--- src/rtl/seq_restoring_div.sv ---
// Sequential unsigned restoring divider.
// Produces one quotient bit per clock using a trial subtraction.
// Divide-by-zero takes a one-cycle shortcut straight to DONE.
//
//   state  | meaning
//   -------+------------------------------------------------------------
//   IDLE   | waiting for start; operands are captured on the accepting edge
//   CALC   | one restoring step per cycle, exactly WIDTH cycles
//   DONE   | one-cycle done pulse; results were registered on entry
module seq_restoring_div #(
    parameter int WIDTH = 4
) (
    input  logic             clk,
    input  logic             rst_n,
    input  logic             start,
    input  logic [WIDTH-1:0] dividend,
    input  logic [WIDTH-1:0] divisor,
    output logic             busy,
    output logic             done,
    output logic [WIDTH-1:0] quotient,
    output logic [WIDTH-1:0] remainder,
    output logic             div_by_zero
);

    localparam int CW = $clog2(WIDTH + 1);

    typedef enum logic [1:0] {
        S_IDLE,
        S_CALC,
        S_DONE
    } state_t;

    state_t           state_q, state_d;
    logic [WIDTH-1:0] q_q, q_d;
    logic [WIDTH-1:0] d_q, d_d;
    // After every restoring step the partial remainder is below the divisor,
    // so its top bit is always zero; only the low WIDTH bits are stored and
    // the full WIDTH+1-bit value exists only as the shifted/trial operand.
    logic [WIDTH-1:0] r_q, r_d;
    logic [CW-1:0]    cnt_q, cnt_d;
    logic             busy_q, busy_d;
    logic             done_q, done_d;
    logic [WIDTH-1:0] quotient_q, quotient_d;
    logic [WIDTH-1:0] remainder_q, remainder_d;
    logic             dbz_q, dbz_d;

    logic [WIDTH:0]   shifted;
    logic [WIDTH:0]   trial;

    // Next-state, datapath step and result capture.
    always_comb begin
        state_d     = state_q;
        q_d         = q_q;
        d_d         = d_q;
        r_d         = r_q;
        cnt_d       = cnt_q;
        quotient_d  = quotient_q;
        remainder_d = remainder_q;
        dbz_d       = dbz_q;

        shifted = {r_q, q_q[WIDTH-1]};
        trial   = shifted - {1'b0, d_q};

        case (state_q)
            S_IDLE: begin
                if (start) begin
                    q_d   = dividend;
                    d_d   = divisor;
                    r_d   = '0;
                    cnt_d = CW'(WIDTH);
                    if (divisor != '0) begin
                        state_d = S_CALC;
                    end else begin
                        state_d     = S_DONE;
                        quotient_d  = '1;
                        remainder_d = dividend;
                        dbz_d       = 1'b1;
                    end
                end
            end
            S_CALC: begin
                if (!trial[WIDTH]) begin
                    r_d = trial[WIDTH-1:0];
                    q_d = {q_q[WIDTH-2:0], 1'b1};
                end else begin
                    r_d = shifted[WIDTH-1:0];
                    q_d = {q_q[WIDTH-2:0], 1'b0};
                end
                cnt_d = cnt_q - CW'(1);
                if (cnt_q == CW'(1)) begin
                    state_d     = S_DONE;
                    quotient_d  = q_d;
                    remainder_d = r_d;
                    dbz_d       = 1'b0;
                end
            end
            S_DONE: begin
                state_d = S_IDLE;
            end
            default: begin
                state_d = S_IDLE;
            end
        endcase

        busy_d = (state_d != S_IDLE);
        done_d = (state_d == S_DONE);
    end

    // State and registered outputs; synchronous active-low reset clears everything.
    always_ff @(posedge clk) begin
        if (!rst_n) begin
            state_q     <= S_IDLE;
            q_q         <= '0;
            d_q         <= '0;
            r_q         <= '0;
            cnt_q       <= '0;
            busy_q      <= 1'b0;
            done_q      <= 1'b0;
            quotient_q  <= '0;
            remainder_q <= '0;
            dbz_q       <= 1'b0;
        end else begin
            state_q     <= state_d;
            q_q         <= q_d;
            d_q         <= d_d;
            r_q         <= r_d;
            cnt_q       <= cnt_d;
            busy_q      <= busy_d;
            done_q      <= done_d;
            quotient_q  <= quotient_d;
            remainder_q <= remainder_d;
            dbz_q       <= dbz_d;
        end
    end

    assign busy        = busy_q;
    assign done        = done_q;
    assign quotient    = quotient_q;
    assign remainder   = remainder_q;
    assign div_by_zero = dbz_q;

endmodule

--- config.mk ---
export PLATFORM = sky130hd
export DESIGN_NAME = seq_restoring_div
export DESIGN_NICKNAME = d
export VERILOG_FILES = /design/src/rtl/seq_restoring_div.sv
export SDC_FILE = /design/constraint.sdc
export NUM_CORES = 1
export LEC_CHECK = 0
export CAP_MARGIN = 15
export CORE_MARGIN = 2
export CORE_UTILIZATION = 50
export CTS_CLUSTER_DIAMETER = 100
export DETAILED_ROUTE_END_ITERATION = 10
export PLACE_DENSITY = 0.76
export SLEW_MARGIN = 10
export SYNTH_ARGS = -nofsm -noshare
export SYNTH_HDL_FRONTEND = slang
export SYNTH_SLANG_ARGS = --single-unit
--- constraint.sdc ---
create_clock -name clk -period 3.7 [get_ports clk]
set_input_delay 0.925 -clock clk [delete_from_list [all_inputs] [get_ports clk]]
set_output_delay 0.925 -clock clk [all_outputs]
set_load 0.005 [all_outputs]
==> results.ini, run 1 <==
[status]
status=finished clean

[critical_path]
start_kind=input port
required_ns=3.94
end_kind=flip-flop
arrival_ns=2.57
critPathLaunch=divisor[0]
cp_max_fo=14
worstSetupPathType=in -> reg
r2r-start=q_q[3]

[routing]
drt-total-wl_um=2740
wl_met2_um=1300
drc=0
route.met3.wl_um=109
highest_layer=met4
vias_per_cell=5.48
drt_iter0_markers=22
firstDrtPassIters=4
wl_met1_um=1310
drtAntennaViolNets=0
dr_total_vias=1085
avgRoutedWirePerCell_um=13.9

[timing]
rsz0062_at_grt=no
skew_ns=0.00903
hold_violations=0
maxSlewViolCount=0
tns_ns=0
layout_min_cycle_time_ns=2.33
period_share_pct=63.1
worst_slew_pin_slew_ns=0.593
relSlewSlack_pct=60.4
setup_violations=0
fmax_mhz=428

[placed_design]
dp_hpwl_um=1990
numPortBuffers=21
gp_congestion=0.867

[die]
io_pins=22
core_area_sq_um=2500
die-area_sq_um=3110
die_w_um=55.8
num_rows=18
fp.dieH_um=55.8
start_util_pct=53.7

[synth]
ys_warn_count=0
ys_seq_area_share_pct=41.8
synth.distinct_cells=39
synth_top_area_share_pct=41.8
syn_area_sq_um=1340
synth_edf_count=0
synth_common_cells=dfxtp_1, nor2_1, nand2_1
yosys.area.top_type=dfxtp_1
ys.flop_type=dfxtp_1
syn_nets=167
netlist_top_cells_area=dfxtp_1, nor2_1, ha_1
syn_area_per_cell_sq_um=9.00
yosys_register_bits=28
synth-async-reset-ratio_pct=0
synth_cells=149
yosysMostFrequentCell=dfxtp_1

[global_routing]
grt_max_degree=19
track_usage_pct=18.7
grt_pass1_vias=1041
grt_pass1_wl_um=4660
antenna_found_initial=0
grt_overflow=0

[finish]
syn2layout_area_growth_pct=19.1
n_antenna_cell=0
drive_above_1_share_pct=9.52
final_nets=187
final_util_pct=63.9

[clock_network]
root_buffer=clkbuf_4
clk_pin_slew_ns=0.16
numCtsBuffers=3
cts_buffer_depth=2
cts_hold_buf=0
clkLatencyLatePin_ns=0.34
h-tree-depth=1
ctsResizeCount=0
tritoncts=built
cts.sinks=28
cts_setup_buffers=0

[hold_path]
hp-class=reg -> reg
hp-start=r_q[1]

[power_and_ir_drop]
p_leak_nw=0.613
worst_ir_drop_vdd_v=0.000251
swShare_pct=27.3
power_frac_comb_pct=21.6
clock_power_share_pct=29.4
cellInternalPower_w=0.000504
seqPwrFrac_pct=49.0
power-per-cell-area_nw_per_um2=434
power.switching_w=0.000189

[run]
maxCapViolCount=0

path summary, 6_finish.rpt:
path             endpoint  depth (start not counted)  slack [ns]
max          remainder[3]                          6        1.37
min                r_q[1]                          2        0.50
max reg2reg  remainder[1]                          8        1.37
min reg2reg        r_q[1]                          2        0.50
power by group through the flow:
stage          Clock (W)  Combinational [W]  Sequential [W]
6_report        0.000204           0.000150        0.000340
5_1_grt         0.000217           0.000166        0.000343
4_1_cts         0.000203           0.000151        0.000340
3_5_place_dp           0           0.000149        0.000346
3_3_place_gp           0           0.000147        0.000345
2_1_floorplan          0           0.000107        0.000343
kinds of logic (layout without fill, tap and decap cells):
logic type	count (synthesis)	count (layout)	share of synthesized area, %
adder cells (fa/ha/maj)	7	7	7.09
AND/OR/NAND/NOR	51	51	18.3
buffers and inverters	16	35	6.34
AO/OA/AOI/OAI	38	38	20.0
XOR/XNOR	3	3	1.96
multiplexers	6	6	4.57
flip-flops	28	28	41.8
registers in the layout, summed over array words and instances (netlist names):
signal and cells:
cnt_q 3, q_q 4, remainder 4, div_by_zero 1
d_q 4, r_q 4, state_q 2, done 1
quotient 4, busy 1
critical path: stages:
cell	delay (ns)
clkdlybuf4s50_1	0.46
nor4_4	0.33
nand3_2	0.16
a21oi_4	0.38
a21boi_0	0.22
a31oi_1	0.10
per-layer routing:
metal / vias to the layer above / GRT usage [%]
met5: - / 0
met4: 0 / 4.18
met3: 5 / 3.02
met2: 20 / 33.5
met1: 509 / 23.3
li1: 551 / -
final cells by class:
cell class	instances	area [sq um]
clock inverters	1	30.0
repair buffers	22	218
well taps	30	37.5
clock buffers	3	22.5
multi-input cells	105	696
inverters	9	33.8
flip-flops and latches	28	561
fillers	217	902
placed cells by master, fill, tap and decap left out, types with 2 or more instances in the layout:
cell | Yosys | layout
clkbuf_4 | 0 | 3
o21ai_1 | 5 | 5
a21oi_1 | 10 | 10
nand3_1 | 2 | 2
inv_1 | 8 | 8
ha_1 | 6 | 6
nor3_1 | 2 | 2
xnor2_1 | 2 | 2
dfxtp_1 | 28 | 28
nor2_1 | 24 | 24
a31oi_1 | 6 | 6
nand2b_1 | 3 | 3
mux2i_1 | 5 | 5
nand2_1 | 14 | 14
a211oi_1 | 5 | 5
clkdlybuf4s50_1 | 0 | 21
o221a_2 | 3 | 3
metrics by stage:
step                hold WS [ns]  cells  total power (W)  area [sq um]  setup WS (ns)
finish                     0.500    198         0.000693          1600           1.37
global route               0.542    198         0.000725          1600           1.22
CTS                        0.498    198         0.000693          1600           1.35
detailed placement         0.477    194         0.000496          1550          0.981
global placement           0.468    194         0.000492          1550           1.03
floorplan                  0.453    149         0.000450          1340           1.70
Note: power is estimated with default switching activity, not from simulation.
==> run 2, diff against run 1 <==
CORE_UTILIZATION = 47   (was 50)
PLACE_DENSITY = 0.75   (was 0.76)
clock period = 1.9 ns   (was 3.7 ns; I/O delays follow)
==> run 2 against run 1 <==
  * The flow now finishes with violations (negative setup slack)
  * Critical path type is now reg -> reg
  * Cell area is 12% higher
  * Wire length grew 8.1%
  * Worst hold slack gained 0.0046 ns
  * Highest routed layer unchanged
  * Power increased by 96%
==> results.ini, run 2 (same netlist as run 1, synthesis figures left out) <==
[placed_design]
dp_cells=209  ; +7.7%
gp_congestion=0.801  ; -7.5%
placed_cell_area_sq_um=1690  ; +9.4%
dp_worst_setup_slack_ns=-0.227  ; -1.21 ns
numPortBuffers=21  ; unchanged
dp_hpwl_um=2220  ; +11%

[global_routing]
grt_overflow=0  ; unchanged
grt_max_degree=19  ; unchanged
antenna_found_initial=0  ; unchanged
track_usage_pct=18.8  ; +0.098 points
grt_pass1_wl_um=4870  ; +4.4%
grt_pass1_vias=1109  ; +6.5%

[critical_path]
path_cells=inv_2 > ha_4 > fa_2 > nand2b_4 > a21oi_4 > xnor2_2 > mux2_4 > a31oi_4
slowest_delay_ns=0.35  ; -0.11 ns
required_ns=2.17  ; -1.77 ns
cpLargestDelayFamily=adder cells
critPathSlowestCell=dfxtp_2
path_buf_inv=1  ; unchanged
r2r-end=remainder[2]
regToRegSetupSlack_ns=-0.13  ; -1.49 ns
start_kind=flip-flop
arrival_ns=2.29  ; -0.28 ns
worstSetupPathType=reg -> reg
r2r-start=q_q[3]
cp_max_fo=2  ; -12
end_kind=flip-flop
critPathLaunch=q_q[3]
reg2regPathDepth=8  ; unchanged

[timing]
rsz0062_at_grt=yes
fin_ws_ns=-0.125  ; -1.49 ns
tns_ns=-0.444  ; -0.444 ns
worst_slew_pin_slew_ns=0.409  ; -0.184 ns
skew_ns=0.00803  ; -0.000996 ns
relSlewSlack_pct=72.7  ; +12 points
period_share_pct=107
setup_violations=8  ; +8
hold_violations=0  ; unchanged
holdWs_ns=0.505  ; +0.00457 ns
fmax_mhz=494
maxSlewViolCount=0  ; unchanged
layout_min_cycle_time_ns=2.03

[clock_network]
clkLatencyLatePin_ns=0.33  ; about the same
cts_buffer_depth=2  ; unchanged
root_buffer=clkbuf_4
tritoncts=built
numCtsBuffers=3  ; unchanged
cts_hold_buf=0  ; unchanged
cts.sinks=28  ; unchanged
h-tree-depth=1  ; unchanged
clk_pin_slew_ns=0.15  ; about the same

[power_and_ir_drop]
swShare_pct=29.4  ; +2.1 points
power_frac_comb_pct=29.6  ; +8.0 points
p_leak_nw=0.696  ; +14%
cellInternalPower_w=0.000958  ; +90%
power.switching_w=0.000400  ; +110%
seqPwrFrac_pct=49.0  ; about the same
power-per-cell-area_nw_per_um2=762  ; +76%
clock_power_share_pct=21.5  ; -7.9 points
worst_ir_drop_vdd_v=0.000646  ; +160%

[finish]
instances_no_fill=214  ; +8.1%
layout_common_cells=dfxtp_1, nor2_1, clkdlybuf4s50_1
layout_commonest_cell=dfxtp_1
drive_above_1_share_pct=23.0  ; +13 points
n_antenna_cell=0  ; unchanged
stdcell_area_sq_um=1780  ; +12%
final_nets=202  ; +8.0%
syn2layout_area_growth_pct=32.8

[die]
io_pins=22  ; unchanged
core_area_sq_um=2730  ; +9.4%
num_rows=19  ; +1
die-area_sq_um=3300  ; +5.9%
fp.dieH_um=57.4  ; +2.9%
start_util_pct=49.1  ; -4.6 points
die_w_um=57.4  ; +2.9%

[routing]
avgRoutedWirePerCell_um=13.9  ; about the same
drtAntennaViolNets=0  ; unchanged
vias_per_cell=5.44  ; -0.65%
dr_total_vias=1165  ; +7.4%
drt-total-wl_um=2970  ; +8.1%
drc=0  ; unchanged
drt_iter0_markers=41  ; +86%
firstDrtPassIters=4  ; unchanged

[hold_path]
hp-start=r_q[2]
holdPathStages=2  ; unchanged
hp-class=reg -> reg
worst_hold_path.endpoint=r_q[2]

[status]
status=complete, but fails checks
violations=negative setup slack

[run]
maxCapViolCount=0  ; unchanged

run 2: cell count changes in the layout (fill, tap and decap cells not counted), sizes merged:
cell | previous run | this run
clkbuf | 3 | 4
bufinv | 1 | 0
buf | 1 | 16
run 2: worst max path at each step:
| stage | depth (start not counted) | to | slack [ns] |
|---|---|---|---|
| after detailed placement | 6 | remainder[3] | -0.23 |
| after global placement | 6 | remainder[3] | -0.21 |
| after global routing | 8 | remainder[2] | -0.16 |
| final | 8 | remainder[2] | -0.13 |
| after CTS | 8 | remainder[2] | -0.1 |
| after floorplan | 8 | remainder[2] | 0.02 |
run 2: timing repair:
item / in CTS / in global routing
gates resized for setup: 6 / 3
setup buffers: 0 / 1
endpoints found under the setup margin: 9 / 9
pin swaps: 8 / 9
run 2: through the flow:
step	power (W)	util (%)
floorplan	0.000905	-
CTS	0.00135	64.2
finish	0.00136	65.2
global route	0.00143	65.2
detailed placement	0.00105	61.8
global placement	0.00103	61.8
run 2: power by group through the flow:
stage	logic [W]	clock network, W	registers, W
floorplan	0.000236	0	0.000669
global placement	0.000362	0	0.000673
detailed placement	0.000374	0	0.000674
CTS	0.000388	0.000299	0.000665
global route	0.000438	0.000322	0.000671
finish	0.000402	0.000291	0.000665
run 2: cell type report:
type / count / area [sq um]
Tap cell: 31 / 38.8
Sequential cell: 28 / 563
Inverter: 9 / 33.8
Multi-Input combinational cell: 105 / 779
Clock buffer: 4 / 36.3
Timing Repair Buffer: 37 / 330
Fill cell: 216 / 952
run 2: tightest hold or removal path: cells and delay by family (launching register included):
family             cells  cell delay [ns]
DFF                    1             0.36
AOI/OAI and AO/OA      1             0.05
and+or+nand+nor        1             0.06
run 2: metal layers:
metal,GRT usage [%],part of all wire (%),up-vias
met1,23.9,46,544
met4,6.64,1.3,0
li1,-,-,585
met3,3.17,4.3,4
met2,31.8,49,32
met5,0,0,-
